### src/rtl/vend_txn_fsm.sv
// Single-purchase vending transaction controller: select, price lookup, coin
// collection, dispense and change, driving item_memory Port A.
module vend_txn_fsm #(
    parameter int ADDR_WIDTH     = 10,
    parameter int TIMEOUT_CYCLES = 1000,
    parameter int MEM_WAIT_MAX   = 15
) (
    input  logic                  clk_fsm,
    input  logic                  rstn,
    input  logic                  item_sel_valid,
    input  logic [ADDR_WIDTH-1:0] item_sel_addr,
    input  logic                  coin_valid,
    input  logic [15:0]           coin_value,
    input  logic                  cancel,
    output logic                  mem_read_en,
    output logic [ADDR_WIDTH-1:0] mem_read_addr,
    input  logic [15:0]           mem_item_cost,
    input  logic [7:0]            mem_item_available,
    input  logic                  mem_data_valid,
    output logic                  mem_update_en,
    output logic [ADDR_WIDTH-1:0] mem_update_addr,
    output logic                  dispense_valid,
    output logic [ADDR_WIDTH-1:0] dispense_addr,
    output logic                  change_valid,
    output logic [15:0]           change_amount,
    output logic                  coin_reject,
    output logic                  sold_out,
    output logic                  mem_error,
    output logic                  busy
);

    typedef enum logic [2:0] {
        ST_IDLE     = 3'd0,
        ST_REQ      = 3'd1,
        ST_WAIT     = 3'd2,
        ST_COLLECT  = 3'd3,
        ST_DISPENSE = 3'd4,
        ST_CHANGE   = 3'd5
    } state_t;

    localparam int TO_W = $clog2(TIMEOUT_CYCLES + 1);
    localparam int WT_W = $clog2(MEM_WAIT_MAX + 1);
    localparam logic [TO_W-1:0]       TO_LOAD   = TO_W'(TIMEOUT_CYCLES - 1);
    localparam logic [TO_W-1:0]       TO_ONE    = TO_W'(1);
    localparam logic [TO_W-1:0]       TO_ZERO   = {TO_W{1'b0}};
    localparam logic [WT_W-1:0]       WT_LAST   = WT_W'(MEM_WAIT_MAX - 1);
    localparam logic [WT_W-1:0]       WT_ONE    = WT_W'(1);
    localparam logic [WT_W-1:0]       WT_ZERO   = {WT_W{1'b0}};
    localparam logic [ADDR_WIDTH-1:0] ADDR_ZERO = {ADDR_WIDTH{1'b0}};

    state_t                  state_r;
    logic [ADDR_WIDTH-1:0]   sel_addr_r;
    logic [15:0]             credit_r;
    logic [15:0]             cost_r;
    logic [TO_W-1:0]         to_cnt_r;
    logic [WT_W-1:0]         wait_cnt_r;
    logic [16:0]             credit_sum_s;
    logic [15:0]             credit_next_s;

    // Credit after this cycle's coin, saturating at 16'hFFFF.
    always_comb begin
        credit_sum_s  = {1'b0, credit_r} + {1'b0, coin_value};
        credit_next_s = credit_r;
        if (coin_valid) begin
            credit_next_s = credit_sum_s[16] ? 16'hFFFF : credit_sum_s[15:0];
        end else begin
            credit_next_s = credit_r;
        end
    end

    // Transaction state machine with all outputs registered.
    always_ff @(posedge clk_fsm or negedge rstn) begin
        if (!rstn) begin
            state_r         <= ST_IDLE;
            sel_addr_r      <= ADDR_ZERO;
            credit_r        <= 16'd0;
            cost_r          <= 16'd0;
            to_cnt_r        <= TO_ZERO;
            wait_cnt_r      <= WT_ZERO;
            mem_read_en     <= 1'b0;
            mem_read_addr   <= ADDR_ZERO;
            mem_update_en   <= 1'b0;
            mem_update_addr <= ADDR_ZERO;
            dispense_valid  <= 1'b0;
            dispense_addr   <= ADDR_ZERO;
            change_valid    <= 1'b0;
            change_amount   <= 16'd0;
            coin_reject     <= 1'b0;
            sold_out        <= 1'b0;
            mem_error       <= 1'b0;
            busy            <= 1'b0;
        end else begin
            // Pulses default low; the address buses only carry a value with their strobe.
            mem_read_en     <= 1'b0;
            mem_read_addr   <= ADDR_ZERO;
            mem_update_en   <= 1'b0;
            mem_update_addr <= ADDR_ZERO;
            dispense_valid  <= 1'b0;
            dispense_addr   <= ADDR_ZERO;
            change_valid    <= 1'b0;
            change_amount   <= 16'd0;
            sold_out        <= 1'b0;
            mem_error       <= 1'b0;
            coin_reject     <= coin_valid && (state_r != ST_COLLECT);
            busy            <= 1'b1;

            case (state_r)
                ST_IDLE: begin
                    if (item_sel_valid) begin
                        sel_addr_r    <= item_sel_addr;
                        credit_r      <= 16'd0;
                        cost_r        <= 16'd0;
                        mem_read_en   <= 1'b1;
                        mem_read_addr <= item_sel_addr;
                        state_r       <= ST_REQ;
                    end else begin
                        busy <= 1'b0;
                    end
                end

                ST_REQ: begin
                    wait_cnt_r <= WT_ZERO;
                    state_r    <= ST_WAIT;
                end

                ST_WAIT: begin
                    if (mem_data_valid) begin
                        cost_r <= mem_item_cost;
                        if (mem_item_available == 8'd0) begin
                            sold_out <= 1'b1;
                            busy     <= 1'b0;
                            state_r  <= ST_IDLE;
                        end else if (mem_item_cost == 16'd0) begin
                            mem_update_en   <= 1'b1;
                            mem_update_addr <= sel_addr_r;
                            dispense_valid  <= 1'b1;
                            dispense_addr   <= sel_addr_r;
                            state_r         <= ST_DISPENSE;
                        end else begin
                            to_cnt_r <= TO_LOAD;
                            state_r  <= ST_COLLECT;
                        end
                    end else if (wait_cnt_r == WT_LAST) begin
                        mem_error <= 1'b1;
                        busy      <= 1'b0;
                        state_r   <= ST_IDLE;
                    end else begin
                        wait_cnt_r <= wait_cnt_r + WT_ONE;
                    end
                end

                ST_COLLECT: begin
                    credit_r <= credit_next_s;
                    // Cancel beats a completing coin; the coin is still refunded.
                    if (cancel || (!coin_valid && (to_cnt_r == TO_ZERO))) begin
                        change_valid  <= (credit_next_s != 16'd0);
                        change_amount <= credit_next_s;
                        state_r       <= ST_CHANGE;
                    end else if (credit_next_s >= cost_r) begin
                        mem_update_en   <= 1'b1;
                        mem_update_addr <= sel_addr_r;
                        dispense_valid  <= 1'b1;
                        dispense_addr   <= sel_addr_r;
                        state_r         <= ST_DISPENSE;
                    end else if (coin_valid) begin
                        to_cnt_r <= TO_LOAD;
                    end else begin
                        to_cnt_r <= to_cnt_r - TO_ONE;
                    end
                end

                ST_DISPENSE: begin
                    change_valid  <= (credit_r != cost_r);
                    change_amount <= credit_r - cost_r;
                    state_r       <= ST_CHANGE;
                end

                ST_CHANGE: begin
                    busy    <= 1'b0;
                    state_r <= ST_IDLE;
                end

                default: begin
                    busy    <= 1'b0;
                    state_r <= ST_IDLE;
                end
            endcase
        end
    end

endmodule

### config.mk
export PLATFORM = sky130hd
export DESIGN_NAME = vend_txn_fsm
export DESIGN_NICKNAME = d
export VERILOG_FILES = /design/src/rtl/vend_txn_fsm.sv
export SDC_FILE = /design/constraint.sdc
export NUM_CORES = 1
export LEC_CHECK = 0
export BUFFER_PORTS_ARGS = -buffer_cell sky130_fd_sc_hd__clkbuf_2
export CAP_MARGIN = 20
export CORE_MARGIN = 2
export CORE_UTILIZATION = 61
export DETAILED_ROUTE_END_ITERATION = 8
export PLACE_DENSITY = 0.86
export SLEW_MARGIN = 30
export SYNTH_ARGS = -nofsm -noshare
export SYNTH_HDL_FRONTEND = slang
export SYNTH_SLANG_ARGS = --single-unit
### constraint.sdc
create_clock -name clk_fsm -period 6.8 [get_ports clk_fsm]
set_input_delay 1.36 -clock clk_fsm [delete_from_list [all_inputs] [get_ports clk_fsm]]
set_output_delay 1.36 -clock clk_fsm [all_outputs]
set_load 0.01 [all_outputs]
==> results.yml <==
run_status:
  outcome: "finished, final reports clean"
clock_tree:
  cts_buffers: 9
  clockBufferDepth: 2
  cts_num_sinks: 102
  cts.repair.resized: 0
  root_buffer: "clkbuf_8"
  htree_levels: 3
  path_clk_slew_ns: 0.11
  cts_tree: "done"
  clkLatencyLatePin_ns: 0.39
  postCtsSetupRepairBufs: 0
  cts_hold_buffers: 0
job:
  drv_cap: 0
worst_setup_path:
  endpoint_kind: "flop"
  worstSetupStartpointType: "primary input"
  reg2reg_slack_ns: 1.62
  crit_cells: 18
  worstPathArrival_ns: 6.08
  critPathSlowestCell: "a21oi_2"
  crit_family: "compound AO/OA/AOI/OAI gates"
  critPathBufInv: 2
  crit_start: "coin_value[0]"
  crit_chain: "clkbuf_2 -> ha_1 -> fa_1 -> a211oi_2 -> o21ai_1 -> a311oi_4 -> o21ai_2 -> o22ai_1 -> inv_1 -> ha_1 -> a21o_1 -> a21o_1 -> a21oi_1 -> o211ai_1 -> or3_1 -> a21oi_2 -> o21ai_2 -> o21a_1"
  crit_type: "in2reg"
  r2r-end: "to_cnt_r[0]"
  reg2reg_from: "credit_r[0]"
  worstPathRequired_ns: 7.10
  reg2reg_depth: 17
  cp_max_fo: 17
  slowest_delay_ns: 0.53
  critPathCapture: "to_cnt_r[0]"
global_routing:
  antenna_found_initial: 0
  grt_use_total_pct: 29.2
  overflow: 0
  grt_pass1_wl_um: 25900
  grt_max_degree: 71
  first_global_vias: 5428
die:
  die_x_um: 106
  die_area_mm2: 0.0112
  placeableCoreArea_mm2: 0.0102
  ioPinCount: 110
  fp-row-count: 37
  start_util_pct: 62.2
  die_h_um: 106
synthesis:
  synth_cell_types: 69
  syn-num-nets: 789
  synth_seq_cells: 102
  ys_warn_count: 0
  synth.area.top_cells: "dfrtp_1, ha_1, nand2_1"
  netlist_area_mm2: 0.00633
  yosysTopAreaCellShare_pct: 40.3
  synthCells: 681
  netlist.top_cell.by_area: "dfrtp_1"
  seq_area_frac_synth_pct: 40.3
  ys.flop_type: "dfrtp_1"
  syn_area_per_cell_um2: 9.30
  synth_edf_count: 0
  async_reset_ff_share_pct: 100
timing:
  drv_slew: 0
  rsz0062_at_grt: "false"
  fin_crit_sh_pct: 85.0
  final.setup_skew_ns: 0.0177
  worst_pin_slew_ns: 0.828
  final_hold_viol_count: 0
  slew-limit-headroom_pct: 44.8
  setup_violations: 0
  fin_tns_setup_ns: 0
  fin_crit_ns: 5.78
  clock.fmax_mhz: 173
finish:
  antenna_cells: 0
  nets: 876
  drive_gt1_share_pct: 21.6
  fillers: 784
  instances_no_fill: 909
  final_cell_mix: "clkbuf_2, dfrtp_1, nand2_1, o21ai_0, ha_1"
  area_growth_pct: 12.3
  final_common_cell: "clkbuf_2"
place:
  placed_cells: 893
  hpwl_um: 12100
  place.gp.congestion: 0.911
  io_buffers: 109
routing:
  wire_per_inst_um: 17.7
  drtAntennaViolNets: 0
  wl_um: 16100
  num_vias: 5602
  dr.first_iter.drc_count: 384
  firstDrtPassIters: 6
  vias_per_cell: 6.16
  drcViolationCount: 0
power:
  ir_drop_mv: 0.224
  power_density_mw_per_mm2: 424
  power_mw: 3.01
  p_leak_nw: 3.40
hold_path:
  worstHoldPathType: "reg2reg"
through the flow:
| stage | util, % | instance area, um2 | setup slack [ns] | hold WS (ns) |
|---|---|---|---|---|
| floorplan | - | 6330 | 1.54 | 0.449 |
| global placement | 67.8 | 6900 | 0.880 | 0.459 |
| detailed placement | 67.8 | 6910 | 0.669 | 0.466 |
| CTS | 69.7 | 7100 | 1.09 | 0.483 |
| global route | 69.8 | 7110 | 0.746 | 0.497 |
| finish | 69.8 | 7110 | 1.02 | 0.471 |
Yosys cell counts (all sizes together) (4+ instances only):
cell type and number:
nor2b 4, a31oi 5, clkbuf 22, a2bb2oi 6, or2 8, nand3 9, nor2 41, and3 5
o211ai 8, nor3 19, a22o 13, a21o 12, a211oi 7, a311oi 4, nor4b 4, xor2 13
dfrtp 102, or3 7, inv 36, and2 22, o21ai 54, nand4 9, mux2 10, a21oi 33
o31ai 7, o22ai 9, xnor2 9, o21a 7, buf 14, ha 50, nor4 10, nand2 80
worst reg2reg max path: stages (launching register included):
cell      delay, ns
dfrtp_1        0.45
ha_1           0.23
fa_1           0.45
a211oi_2       0.36
o21ai_1        0.20
a311oi_4       0.38
o21ai_2        0.22
o22ai_1        0.33
inv_1          0.09
ha_1           0.31
a21o_1         0.19
a21o_1         0.18
a21oi_1        0.16
o211ai_1       0.15
or3_1          0.41
a21oi_2        0.53
o21ai_2        0.22
o21a_1         0.23
logic make-up (layout without fill, tap and decap cells):
kind of cell | count (synthesis) | after routing | synth area share [%]
AO/OA/AOI/OAI | 190 | 190 | 20.6
multiplexers | 13 | 13 | 2.25
XOR/XNOR | 22 | 22 | 3.04
AND/OR/NAND/NOR | 230 | 230 | 18.3
buffers and inverters | 72 | 164 | 4.94
flip-flops | 102 | 102 | 40.3
adder cells (fa/ha/maj) | 52 | 52 | 10.5
final cells by class:
cell class / instances / area (um2) / area share (%)
inverter: 36 / 135 / 1.90
multi-input combinational: 507 / 3490 / 49.1
sequential: 102 / 2550 / 35.9
clock inverter: 7 / 66.3 / 0.933
tap: 136 / 170 / 2.39
clock buffer: 9 / 124 / 1.74
timing repair buffer: 112 / 571 / 8.03
worst min path at each step:
stage | from | end | slack, ns | cells after the start
6_report | sel_addr_r[4] | dispense_addr[4] | 0.47 | 1
4_1_cts | sel_addr_r[4] | dispense_addr[4] | 0.48 | 1
5_1_grt | sel_addr_r[4] | dispense_addr[4] | 0.50 | 1
3_5_place_dp | sel_addr_r[9] | dispense_addr[9] | 0.47 | 1
2_1_floorplan | sel_addr_r[0] | dispense_addr[0] | 0.45 | 1
3_3_place_gp | sel_addr_r[1] | dispense_addr[1] | 0.46 | 1
sequential cells by signal (all words and copies together), names as in the netlist, 3 cells and up:
| name | cells |
|---|---|
| change_amount | 16 |
| cost_r | 16 |
| credit_r | 16 |
| dispense_addr | 10 |
| mem_read_addr | 10 |
| sel_addr_r | 10 |
| to_cnt_r | 10 |
| wait_cnt_r | 4 |
| state_r | 3 |
power by group:
part	internal, mW	total [mW]	switching, mW
clock	0.142	0.376	0.234
combinational	0.701	1.71	1.01
sequential	0.778	0.926	0.148
total	1.62	3.01	1.39
routing by layer:
metal / share of wire (%) / track usage (%)
met1: 40 / 35.9
met3: 6.0 / 4.21
met5: 0 / 0
met4: 3.2 / 10.5
met2: 51 / 52.4
Power figures use the tool's default switching activity.
